[config.mk]
export PLATFORM = sky130hd
export DESIGN_NAME = mem_port_arbiter
export DESIGN_NICKNAME = d
export VERILOG_FILES = /design/src/rtl/mem_port_arbiter.sv
export SDC_FILE = /design/constraint.sdc
export NUM_CORES = 1
export LEC_CHECK = 0
export BUFFER_PORTS_ARGS = -buffer_cell sky130_fd_sc_hd__buf_2
export CAP_MARGIN = 25
export CORE_MARGIN = 2
export CORE_UTILIZATION = 47
export CTS_BUF_LIST = sky130_fd_sc_hd__clkbuf_16
export DETAILED_ROUTE_END_ITERATION = 12
export GPL_TIMING_DRIVEN = 0
export MAX_ROUTING_LAYER = met4
export PLACE_DENSITY = 0.78
export SLEW_MARGIN = 40
export SYNTH_ARGS = -nofsm -noshare
export SYNTH_HDL_FRONTEND = slang
export SYNTH_SLANG_ARGS = --single-unit
[constraint.sdc]
create_clock -name clk -period 2.08 [get_ports clk]
set_clock_uncertainty 0.15 [all_clocks]
set_input_delay 0.416 -clock clk [delete_from_list [all_inputs] [get_ports clk]]
set_output_delay 0.416 -clock clk [all_outputs]
set_load 0.03 [all_outputs]
[src/rtl/mem_port_arbiter.sv]
// Shared external memory port arbiter for instruction fetch and the MEM stage.
// Grants one requester at a time, sequences the external handshake and drives pipeline stalls.
module mem_port_arbiter #(
    parameter int unsigned STARVE_LIMIT = 4,
    parameter int unsigned TIMEOUT      = 64
) (
    input  logic        clk,
    input  logic        rst_n,
    input  logic        if_req,
    input  logic [31:0] if_addr,
    output logic [31:0] if_rdata,
    output logic        if_ready,
    input  logic        mem_req,
    input  logic        mem_we,
    input  logic [31:0] mem_addr,
    input  logic [31:0] mem_wdata,
    output logic [31:0] mem_rdata,
    output logic        mem_ready,
    output logic        ext_req,
    output logic        ext_we,
    output logic [31:0] ext_addr,
    output logic [31:0] ext_wdata,
    input  logic [31:0] ext_rdata,
    input  logic        ext_ack,
    output logic        stall_if,
    output logic        stall_mem,
    output logic        timeout_err
);

    localparam int unsigned SW = (STARVE_LIMIT < 1) ? 1 : $clog2(STARVE_LIMIT + 1);
    localparam int unsigned BW = (TIMEOUT < 2) ? 1 : $clog2(TIMEOUT);
    localparam logic [SW-1:0] STARVE_MAX = SW'(STARVE_LIMIT);
    localparam logic [BW-1:0] BUSY_MAX   = BW'(TIMEOUT - 1);

    localparam logic [1:0] IDLE     = 2'd0;
    localparam logic [1:0] BUSY_MEM = 2'd1;
    localparam logic [1:0] BUSY_IF  = 2'd2;

    logic [1:0]    state_q, state_d;
    logic [SW-1:0] starve_cnt_q, starve_cnt_d;
    logic [BW-1:0] busy_cnt_q, busy_cnt_d;
    logic          ext_req_d, ext_we_d, if_ready_d, mem_ready_d, timeout_err_d;
    logic [31:0]   ext_addr_d, ext_wdata_d, if_rdata_d, mem_rdata_d;

    always_comb begin
        state_d       = state_q;
        starve_cnt_d  = starve_cnt_q;
        busy_cnt_d    = busy_cnt_q;
        ext_req_d     = ext_req;
        ext_we_d      = ext_we;
        ext_addr_d    = ext_addr;
        ext_wdata_d   = ext_wdata;
        if_rdata_d    = if_rdata;
        mem_rdata_d   = mem_rdata;
        timeout_err_d = timeout_err;
        if_ready_d    = 1'b0;
        mem_ready_d   = 1'b0;

        case (state_q)
            IDLE: begin
                busy_cnt_d = '0;
                // MEM has priority until IF has lost STARVE_LIMIT arbitrations in a row
                if (mem_req && !(if_req && starve_cnt_q >= STARVE_MAX)) begin
                    state_d     = BUSY_MEM;
                    ext_req_d   = 1'b1;
                    ext_we_d    = mem_we;
                    ext_addr_d  = mem_addr;
                    ext_wdata_d = mem_wdata;
                    if (if_req && starve_cnt_q < STARVE_MAX) begin
                        starve_cnt_d = starve_cnt_q + 1'b1;
                    end
                end else if (if_req) begin
                    state_d      = BUSY_IF;
                    ext_req_d    = 1'b1;
                    ext_we_d     = 1'b0;
                    ext_addr_d   = if_addr;
                    starve_cnt_d = '0;
                end
            end
            BUSY_MEM, BUSY_IF: begin
                busy_cnt_d = busy_cnt_q + 1'b1;
                // An ack on the watchdog's final cycle still completes normally
                if (ext_ack || busy_cnt_q == BUSY_MAX) begin
                    state_d   = IDLE;
                    ext_req_d = 1'b0;
                    ext_we_d  = 1'b0;
                    if (!ext_ack) begin
                        timeout_err_d = 1'b1;
                    end
                    if (state_q == BUSY_IF) begin
                        if_ready_d = 1'b1;
                        if_rdata_d = ext_ack ? ext_rdata : 32'h0000_0000;
                    end else begin
                        mem_ready_d = 1'b1;
                        if (!ext_ack) begin
                            mem_rdata_d = 32'h0000_0000;
                        end else if (!ext_we) begin
                            mem_rdata_d = ext_rdata;
                        end
                    end
                end
            end
            default: state_d = IDLE;
        endcase
    end

    always_ff @(posedge clk or negedge rst_n) begin
        if (!rst_n) begin
            state_q      <= IDLE;
            starve_cnt_q <= '0;
            busy_cnt_q   <= '0;
            ext_req      <= 1'b0;
            ext_we       <= 1'b0;
            ext_addr     <= 32'h0000_0000;
            ext_wdata    <= 32'h0000_0000;
            if_rdata     <= 32'h0000_0000;
            mem_rdata    <= 32'h0000_0000;
            if_ready     <= 1'b0;
            mem_ready    <= 1'b0;
            timeout_err  <= 1'b0;
        end else begin
            state_q      <= state_d;
            starve_cnt_q <= starve_cnt_d;
            busy_cnt_q   <= busy_cnt_d;
            ext_req      <= ext_req_d;
            ext_we       <= ext_we_d;
            ext_addr     <= ext_addr_d;
            ext_wdata    <= ext_wdata_d;
            if_rdata     <= if_rdata_d;
            mem_rdata    <= mem_rdata_d;
            if_ready     <= if_ready_d;
            mem_ready    <= mem_ready_d;
            timeout_err  <= timeout_err_d;
        end
    end

    assign stall_mem = mem_req & ~mem_ready;
    assign stall_if  = (if_req & ~if_ready) | stall_mem;

endmodule

# Yosys cells after proc, flatten, opt, wreduce, memory -nomap -nowiden

Index checks and enable logic that the tools add are counted.

Register bits: 144
Bits in latches: 0
Bits in writable memories: 0
ROM bits: 0
Output and inout bits: 135
Logic and storage cells: 73
Memories: 0

$add $sub $neg: 2
$mul: 0
Divide/modulo/power cells: 0
$lt $le $gt $ge: 2
Equality and inequality tests: 7
Shifts and indexed selects: 0
Muxes and demuxes: 26
Bitwise operators: 7
Reduce and logical (&&, ||, !) cells: 17

Operator list:

| cell                | number |
|---|---|
| $mux 32             | 5 |
| $pmux 6 s2          | 1 |
| $reduce_and 3->1    | 4 |
| $mux 1              | 11 |
| $mux 3              | 3 |
| $add 6x1->6 const B | 1 |
| $eq 6x6->1 const B  | 1 |
| $mux 2              | 3 |
| $reduce_and 2->1    | 3 |
| $ne 2x2->1 const B  | 2 |
| $not 1->1           | 4 |
| $pmux 1 s2          | 2 |
| $pmux 2 s2          | 1 |
| $reduce_and 4->1    | 1 |
| $reduce_bool 2->1   | 2 |
| $add 3x1->3 const B | 1 |
| $ge 3x3->1 const B  | 1 |
| $logic_and 1x1->1   | 3 |
| $lt 3x3->1 const B  | 1 |
| $ne 3x3->1 const B  | 1 |
| $and 1x1->1         | 2 |
| $eq 2x1->1 const B  | 1 |
| $eq 2x2->1 const B  | 1 |
| $logic_not 2->1     | 1 |
| 5 further kinds     | 5 |

# Logic depth before layout (Yosys ltp)

Gate-level depths: netlist of the first run.

Depth after elaboration: 6
Mapped depth: 7
Mapped depth without buffers: 6

# Worst setup path after synthesis of the first run

OpenSTA, ideal clock, no wires.

Path type: reg-to-reg
Start: register state_q[0]
End: register mem_rdata[10]
Arrival: 1.525 ns
Required time: 1.809 ns
Path slack: 0.284 ns
Stages on the path, launching flop included: 8
Cell sequence: dfrtp_1 -> inv_1 -> ha_1 -> nor2b_1 -> and2b_1 -> buf_2 -> a22o_1 -> a22o_1

Longest elaborated chain between the ends: 3

Ends and longest elaborated chain:

| what                                         | line   | text |
|---|---|---|
| start, declared                              | 39     | `logic [1:0] state_q, state_d;` |
| start signal, assigned                       | 122    | `state_q <= state_d;` |
| $eq 2x2->1 or $eq 2x1->1 (tied branches)     | 59, 90 |  |
| $reduce_or 2->1 or $not 1->1 (tied branches) | --     |  |
| $reduce_and 4->1 (no source line) *          | --     |  |
| end signal, assigned                         | 130    | `mem_rdata <= mem_rdata_d;` |
| end, declared                                | 17     | `output logic [31:0] mem_rdata,` |

Every way passes the cells marked *; elsewhere a longest branch is shown, timed or not.
A chain may end at the register's enable or synchronous reset.

# Worst setup path after layout of the first run

Start: register state_q[0]
End: register mem_rdata[24]

The elaborated chain is that of the path after synthesis.

==> impl_metrics.json, run 1 <==
{
  "crit_type": "flip-flop to flip-flop",
  "max-vdd-ir-drop_uv": 1024,
  "pre_cts_ws_ps": 32.85,
  "use_met2_pct": 42.99,
  "drtIter0Drc": 302,
  "ys_types": 36,
  "routabilityCongestion": 0.8485,
  "seqCellArea_um2": 3603,
  "synth.top_cell.area_share_pct": 59.34,
  "ant_nets": 0,
  "grt_overflow": 0,
  "synth_area_leaders": "dfrtp_1 59%, a22o_1 14%, mux2_2 5.6%, mux2i_1 5.3%, nand2_1 3.0%",
  "cts_buffers": 17,
  "clk_latency_ps": 420,
  "start_kind": "flip-flop",
  "htree_levels": 4,
  "leakage_nw": 4.330,
  "setup_slack_ps": 45.23,
  "antenna_found_initial": 1,
  "period_minus_slack_ps": 2035,
  "outcome": "complete, no violations",
  "core_area_um2": 12620,
  "die_y_um": 117.7,
  "hpwl_um": 12090,
  "n_fill_cell": 985,
  "synth_area_um2": 6072,
  "yosys_register_bits": 144,
  "ys_seq_area_share_pct": 59.34,
  "clk_pin_slew_ps": 60,
  "p_per_area_nw_per_um2": 1815,
  "wl_um": 16600,
  "use_met3_pct": 5.911,
  "firstDrtPassIters": 5,
  "tightest_slew_ps": 529.4,
  "top_usage_layer": "met2",
  "num-nets-final": 907,
  "final_cell_area_um2": 8310,
  "hold_viol": 0,
  "cts_root_buf": "clkbuf_16",
  "cp-end-kind": "flip-flop",
  "multi_input_comb_area_um2": 2227,
  "dp.cells": 917,
  "grt_max_degree": 53,
  "syn2layout_area_growth_pct": 36.86,
  "crit_required_ps": 2230,
  "place_area_um2": 7689,
  "syn_nets": 615,
  "drive_gt1_share_pct": 46.73,
  "relSlewSlack_pct": 64.70,
  "layout_worst_path_cycle_share_pct": 97.83,
  "stdcell_count": 954,
  "grt.total_usage_pct": 25.29,
  "ys_warn_count": 0,
  "wire_per_inst_um": 17.40,
  "yosys.area.top_type": "dfrtp_1",
  "postSynthAreaPerCell_um2": 12.76,
  "drv_slew": 0,
  "rows": 41,
  "syn_inst": 476,
  "vias": 5051,
  "grt_pass1_wl_um": 27100,
  "max_freq_mhz": 491.5,
  "cts.path.max_buffers": 2,
  "grt_pass1_vias": 5348,
  "cp_max_fo": 10,
  "fp.dieArea_um2": 13850,
  "boundaryPins": 269,
  "die-width_um": 117.7,
  "setup_viol": 0,
  "io_buffers": 267,
  "fin_setup_tns_ps": 0,
  "clock-sinks": 144,
  "cp.arrival_ps": 2180,
  "initial_core_util_pct": 48.12,
  "drv_cap": 0,
  "r2r_slack_ps": 50,
  "hold_class": "input pin to flip-flop",
  "drc": 0,
  "use_met1_pct": 29.83,
  "via_per_inst": 5.295,
  "cts_tree": "built"
}
routing by layer:
layer  vias up  wire length, um
li1       2338                -
met1      2477             6942
met2       216             8536
met3        20              921
met4         0              199
met5         -                0
worst max-delay path: stages (launching register included):
cell     delay [ps]
dfrtp_1         380
inv_1            80
ha_1            310
nor2b_2         190
and2b_2         240
buf_4           190
a22o_1          190
a22o_1          190
through the flow:
stage | util (%) | hold slack [ps] | power [mW]
floorplan | - | -29.59 | 9.807
global placement | 60.41 | 296.1 | 11.82
detailed placement | 60.93 | 172.1 | 12.08
CTS | 65.53 | 50.13 | 15.08
global route | 65.85 | 58.06 | 15.91
finish | 65.85 | 66.41 | 15.08
synth_stat cells, drive strengths merged:
| cell type | count |
|---|---|
| xor2 | 1 |
| nand3 | 3 |
| xnor2 | 1 |
| nand2b | 2 |
| and2b | 1 |
| a22o | 96 |
| a32o | 1 |
| a31oi | 2 |
| mux2i | 32 |
| nor2 | 8 |
| clkbuf | 13 |
| o2bb2ai | 1 |
| ha | 5 |
| mux2 | 32 |
| a21o | 2 |
| and3 | 1 |
| nor2b | 4 |
| buf | 23 |
| o21ba | 1 |
| a21oi | 1 |
| dfrtp | 144 |
| o21ai | 41 |
| nand4b | 1 |
| o31ai | 1 |
| inv | 6 |
| o22ai | 1 |
| nand2 | 50 |
| nand4 | 1 |
| o21bai | 1 |
registers in the layout, summed over array words and instances, names as in the netlist, 2 cells and up:
signal        flops
busy_cnt_q        6
mem_rdata        32
state_q           2
ext_wdata        32
if_rdata         32
starve_cnt_q      3
ext_addr         32
area by class of cell:
class,instances,share of cell area [%]
Sequential cell,144,43.36
Clock inverter,15,1.746
Tap cell,172,2.590
Timing Repair Buffer,273,17.25
Clock buffer,17,5.119
Inverter,6,0.2710
Multi-Input combinational cell,290,26.80
Buffer,36,2.830
Antenna cell,1,0.03011
worst paths after layout:
kind | startpoint | to | cells past startpoint
max | state_q[0] | mem_rdata[24] | 7
min in group asynchronous | rst_n | if_rdata[22] | 2
max reg2reg | state_q[0] | mem_rdata[24] | 7
max in group asynchronous | rst_n | ext_wdata[29] | 4
min | mem_wdata[16] | ext_wdata[16] | 2
min reg2reg | timeout_err | timeout_err | 1
cell usage in the layout (no fill, tap or decap), types with 8 or more instances in the layout:
master / Yosys / final
o21ai_1: 26 / 26
nor2_1: 8 / 8
o21ai_0: 15 / 15
clkbuf_16: 0 / 17
mux2_2: 30 / 30
buf_6: 9 / 10
mux2i_1: 32 / 32
buf_2: 13 / 277
dfrtp_1: 144 / 144
a22o_1: 96 / 96
nand2_1: 49 / 49
clkbuf_1: 13 / 10
timing repair:
| action | in CTS | in global routing |
|---|---|---|
| endpoints found under the setup margin | 0 | 54 |
| hold buffers | 1 | 0 |
| buffers inserted | 0 | 3 |
| hold endpoints to repair | 42 | 0 |
| resized for setup | 0 | 13 |
cells by family (layout without fill, tap and decap cells):
| family | after synthesis | after routing | share of synthesized area [%] |
|---|---|---|---|
| buf+inv | 42 | 347 | 4.039 |
| compound gates | 148 | 148 | 18.83 |
| xor+xnor | 2 | 2 | 0.2885 |
| fa+ha+maj | 5 | 5 | 1.030 |
| flops | 144 | 144 | 59.34 |
| mux | 64 | 64 | 11.21 |
| other cells | 0 | 1 | 0 |
| simple gates | 71 | 71 | 5.255 |
report_power, final:
part / switching, mW / internal (mW)
combinational: 4.66 / 2.60
clock: 1.19 / 1.75
sequential: 0.791 / 4.08
No activity file was read; power rests on OpenSTA's default activity.
==> run 2: changes to the inputs <==
--- a/config.mk
+++ b/config.mk
@@ -8,12 +8,12 @@
 export BUFFER_PORTS_ARGS = -buffer_cell sky130_fd_sc_hd__buf_2
 export CAP_MARGIN = 25
 export CORE_MARGIN = 2
-export CORE_UTILIZATION = 47
+export CORE_UTILIZATION = 36
 export CTS_BUF_LIST = sky130_fd_sc_hd__clkbuf_16
 export DETAILED_ROUTE_END_ITERATION = 12
 export GPL_TIMING_DRIVEN = 0
 export MAX_ROUTING_LAYER = met4
-export PLACE_DENSITY = 0.78
+export PLACE_DENSITY = 0.62
 export SLEW_MARGIN = 40
 export SYNTH_ARGS = -nofsm -noshare
 export SYNTH_HDL_FRONTEND = slang
==> constraint.sdc (replaced) <==
create_clock -name clk -period 2.08 [get_ports clk]
set_clock_uncertainty 0.15 [all_clocks]
set_input_delay 0.104 -clock clk [delete_from_list [all_inputs] [get_ports clk]]
set_output_delay 0.104 -clock clk [all_outputs]
set_load 0.03 [all_outputs]
==> run 2 against run 1 <==
Net effect:
- clock-buffer cell count unchanged
- register-to-register slack improved by 30 ps
- wire length increased by 22%
- utilization decreased by 7.0 points
- critical endpoint is now state_q[1]
- largest cell class unchanged
- largest power group unchanged
==> impl_metrics.json, run 2 (synthesized netlist as in run 1, its figures left out) <==
{
  "syn2layout_area_growth_pct": 60.23,
  "grt.total_usage_pct": 23.14,
  "hold_depth": 3,
  "wl_um": 20200,
  "crit_type": "flip-flop to flip-flop",
  "cts.path.max_buffers": 2,
  "cts_buffers": 17,
  "fin_setup_tns_ps": 0,
  "antenna_found_initial": 0,
  "die_y_um": 133.9,
  "wire_per_inst_um": 17.78,
  "p_int_mw": 8.538,
  "die-width_um": 133.9,
  "ant_nets": 0,
  "seqPwrFrac_pct": 31.5,
  "hold_viol": 0,
  "drv_cap": 0,
  "max-vdd-ir-drop_uv": 824.9,
  "cts_root_buf": "clkbuf_16",
  "fin_util_pct": 58.88,
  "relSlewSlack_pct": 65.08,
  "boundaryPins": 269,
  "rows": 47,
  "mostFrequentLayoutCells": "276 x buf_2, 144 x dfrtp_1, 136 x dlygate4sd3_1",
  "diodes": 0,
  "hpwl_um": 13450,
  "n_fill_cell": 1342,
  "hold_path_end": "ext_wdata[20]",
  "timing.hold.ws_ps": 286.6,
  "r2r_slack_ps": 70,
  "rsz0062_at_grt": "yes",
  "grt_overflow": 0,
  "switchingPower_mw": 6.903,
  "p_per_area_nw_per_um2": 1587,
  "finalPower_mw": 15.44,
  "reg2reg_from": "state_q[0]",
  "hold_class": "input pin to flip-flop",
  "via_per_inst": 4.985,
  "drv_slew": 0,
  "power_frac_comb_pct": 49.1,
  "start_kind": "flip-flop",
  "grt_pass1_wl_um": 31600,
  "period_minus_slack_ps": 2009,
  "final_common_cell": "buf_2",
  "setup_slack_ps": 70.63,
  "num-nets-final": 1042,
  "firstDrtPassIters": 4,
  "clkPwrFrac_pct": 19.3,
  "setup_viol": 0,
  "pre_cts_ws_ps": 73.23,
  "drive_gt1_share_pct": 40.17,
  "cp.arrival_ps": 2160,
  "tightest_slew_ps": 523.8,
  "routabilityCongestion": 0.8333,
  "clk_pin_slew_ps": 60,
  "switching_share_pct": 44.70,
  "initial_core_util_pct": 36.75,
  "core_area_um2": 16520,
  "io_buffers": 267,
  "max_freq_mhz": 497.7,
  "drc": 0,
  "reg2reg_to": "state_q[1]",
  "clk_latency_ps": 410,
  "cts_tree": "built",
  "htree_levels": 4,
  "drtIter0Drc": 238,
  "vias": 5663,
  "cp_max_fo": 10,
  "grt_max_degree": 57,
  "layout_worst_path_cycle_share_pct": 96.60,
  "fp.dieArea_um2": 17920,
  "grt_pass1_vias": 6049,
  "cp-end-kind": "flip-flop",
  "outcome": "complete, no violations",
  "hold_path.startpoint": "mem_wdata[20]",
  "clock-sinks": 144,
  "worstRegToRegCells": 7,
  "leakage_nw": 4.898,
  "crit_required_ps": 2230
}
## run 2: cell types whose count changed in the layout (fill, tap and decap cells not counted), moves of 2 or more
cell and delta:
dlygate4sd3_1 +135, inv_8 +4, clkbuf_1 -2, clkbuf_2 +2
clkinv_2 -2
## run 2: cell type report
type	instances	area, um^2	area share, %
Clock inverter	15	151.4	1.556
Buffer	36	240.2	2.469
Timing Repair Buffer	408	2785	28.63
Clock buffer	17	425.4	4.372
Inverter	6	22.52	0.2315
Multi-Input combinational cell	290	2226	22.88
Sequential cell	144	3603	37.04
Tap cell	220	275.3	2.829
## run 2: worst max-delay path by stage
stage                           from       endpoint  slack [ps]  depth (start not counted)
final                     state_q[0]     state_q[1]          70                          7
after global routing      state_q[0]  mem_rdata[11]         -30                          7
after CTS                 state_q[1]  mem_rdata[29]          50                          7
after detailed placement  state_q[1]  mem_rdata[30]          70                          7
after global placement         rst_n    ext_addr[5]       -1230                          1
after floorplan           state_q[0]  mem_rdata[10]         280                          7
## run 2: per-stage QoR
| step | instance area [um^2] | cells |
|---|---|---|
| 6_report | 9729 | 1136 |
| 5_1_grt | 9729 | 1136 |
| 4_1_cts | 9687 | 1133 |
| 3_5_place_dp | 7749 | 965 |
| 3_3_place_gp | 7684 | 963 |
| 2_1_floorplan | 6072 | 476 |
## run 2: what timing repair did
item                                   in CTS  in global routing
setup endpoints to repair                   0                 65
endpoints found under the hold margin     277                  0
hold buffers                              136                  0
setup buffers                               0                  3
resized for setup                           0                 18
## run 2: power by group through the flow
stage / sequential [mW] / combinational [mW] / clock [mW]
after detailed placement: 4.86 / 7.28 / 0
after CTS: 4.84 / 7.48 / 3.05
after floorplan: 7.22 / 2.59 / 0
after global placement: 4.80 / 7.11 / 0
final: 4.87 / 7.59 / 2.98
after global routing: 5.01 / 8.08 / 3.16
## run 2: worst max-delay path, stage by stage (launching register included)
cell,delay [ps]
dfrtp_1,380
inv_1,80
ha_1,320
buf_2,200
nor2b_1,170
o21ai_0,170
nand2_1,170
a22o_1,260
## run 2: per-layer routing
layer  up-vias  track usage, %  wire [um]
met3        45           6.236       1564
met1      2759           26.70       8168
met5         -               -          0
li1       2604               -          -
met4         0           9.102        535
met2       255           38.55       9931
==> run 3: changes to the inputs <==
--- a/config.mk
+++ b/config.mk
@@ -10,10 +10,10 @@
 export CORE_MARGIN = 2
 export CORE_UTILIZATION = 36
 export CTS_BUF_LIST = sky130_fd_sc_hd__clkbuf_16
+export CTS_CLUSTER_DIAMETER = 200
 export DETAILED_ROUTE_END_ITERATION = 12
 export GPL_TIMING_DRIVEN = 0
 export MAX_ROUTING_LAYER = met4
-export PLACE_DENSITY = 0.62
 export SLEW_MARGIN = 40
 export SYNTH_ARGS = -nofsm -noshare
 export SYNTH_HDL_FRONTEND = slang
==> run 3 against run 2 <==
Net effect:
- setup slack improved by 1.2 ps
- via count is 1.6% lower
- clock-buffer cell count did not move
- sequential power about the same
- cell area is 0.36% higher
- hold slack worse by 230 ps
- critical path type unchanged
- critical endpoint is now mem_rdata[14]
==> impl_metrics.json, run 3 (synthesized netlist as in run 1, its figures left out) <==
{
  "crit_required_ps": 2230,
  "period_minus_slack_ps": 2008,
  "fin_setup_tns_ps": 0,
  "clk_pin_slew_ps": 70,
  "die_y_um": 133.9,
  "diodes": 0,
  "wl_um": 19940,
  "max_freq_mhz": 498.0,
  "grt_overflow": 0,
  "die-width_um": 133.9,
  "setup.worst_path.start": "state_q[0]",
  "cts_tree": "built",
  "drv_cap": 0,
  "grt_max_degree": 60,
  "initial_core_util_pct": 36.75,
  "relSlewSlack_pct": 65.67,
  "layout_worst_path_cycle_share_pct": 96.54,
  "routabilityCongestion": 0.7950,
  "drive_gt1_share_pct": 40.13,
  "hold_class": "input pin to async pin",
  "setup_viol": 0,
  "cts.path.max_buffers": 2,
  "ant_nets": 0,
  "p_per_area_nw_per_um2": 1607,
  "clock-sinks": 144,
  "leakage_nw": 4.900,
  "max-vdd-ir-drop_uv": 874.2,
  "clk_latency_ps": 410,
  "grt_pass1_wl_um": 31360,
  "stdcell_count": 1132,
  "cp-end-kind": "flip-flop",
  "firstDrtPassIters": 4,
  "antenna_found_initial": 0,
  "start_kind": "flip-flop",
  "via_per_inst": 4.921,
  "cts_buffers": 17,
  "drc": 0,
  "hpwl_um": 13210,
  "grt.total_usage_pct": 22.91,
  "wire_per_inst_um": 17.62,
  "vias": 5571,
  "mostFrequentLayoutCells": "276 x buf_2, 144 x dfrtp_1, 134 x dlygate4sd3_1",
  "crit_type": "flip-flop to flip-flop",
  "fin_util_pct": 59.09,
  "cts_root_buf": "clkbuf_16",
  "finalPower_mw": 15.69,
  "grt_pass1_vias": 6026,
  "cp.arrival_ps": 2160,
  "dp.cells": 965,
  "htree_levels": 4,
  "boundaryPins": 269,
  "reg2reg_from": "state_q[0]",
  "final_common_cell": "buf_2",
  "hold_viol": 0,
  "tightest_slew_ps": 514.9,
  "fp.dieArea_um2": 17920,
  "core_area_um2": 16520,
  "worstRegToRegCells": 7,
  "num-nets-final": 1038,
  "rows": 47,
  "syn2layout_area_growth_pct": 60.81,
  "drv_slew": 0,
  "io_buffers": 267,
  "drtIter0Drc": 220,
  "outcome": "complete, no violations",
  "cp_max_fo": 10
}
[run 3: where the power goes]
part / switching, mW / total [mW] / internal, mW
clock: 1.26 / 3.28 / 2.02
sequential: 0.804 / 4.89 / 4.08
combinational: 4.77 / 7.52 / 2.75
[run 3: layout make-up]
type,count,area [um^2]
Clock buffer,17,425.4
Fill cell,1306,6760
Timing Repair Buffer,404,2763
Buffer,36,240.2
Multi-Input combinational cell,290,2226
Tap cell,220,275.3
Sequential cell,144,3603
Inverter,6,22.52
Clock inverter,15,209.0
[run 3: worst max-delay path, stage by stage (launching register included)]
cell,delay [ps]
dfrtp_1,380
inv_1,70
ha_1,310
nor2b_2,190
and2b_1,230
buf_4,200
a22o_1,180
a22o_1,180
[run 3: final timing paths]
kind / end / slack, ps
worst min register to register: timeout_err / 300
worst max register to register: mem_rdata[14] / 70
min in group clk: timeout_err / 300
worst max-delay path: mem_rdata[14] / 70
worst min-delay path: if_rdata[26] / 50
max in group asynchronous: ext_addr[3] / 1090
[run 3: timing repair]
item | CTS | global route
gates resized for setup | 0 | 18
setup buffers | 0 | 0
hold buffers | 135 | 0
setup endpoints to repair | 0 | 62
hold endpoints to repair | 218 | 0
[run 3: through the flow]
stage | area, um^2 | worst slack, ps | hold slack, ps
2_1_floorplan | 6072 | 283.5 | -341.6
3_3_place_gp | 7684 | -1273 | 174.3
3_5_place_dp | 7749 | 63.68 | -172.9
4_1_cts | 9744 | 52.87 | 40.48
5_1_grt | 9764 | -7.056 | 64.16
6_report | 9764 | 71.88 | 54.73
[run 3: per-layer routing]
metal | up-vias | GRT usage, % | routed length (um)
li1 | 2591 | - | -
met1 | 2751 | 27.84 | 8608
met2 | 210 | 38.55 | 9909
met3 | 19 | 5.556 | 1199
met4 | 0 | 5.733 | 226
met5 | - | - | 0
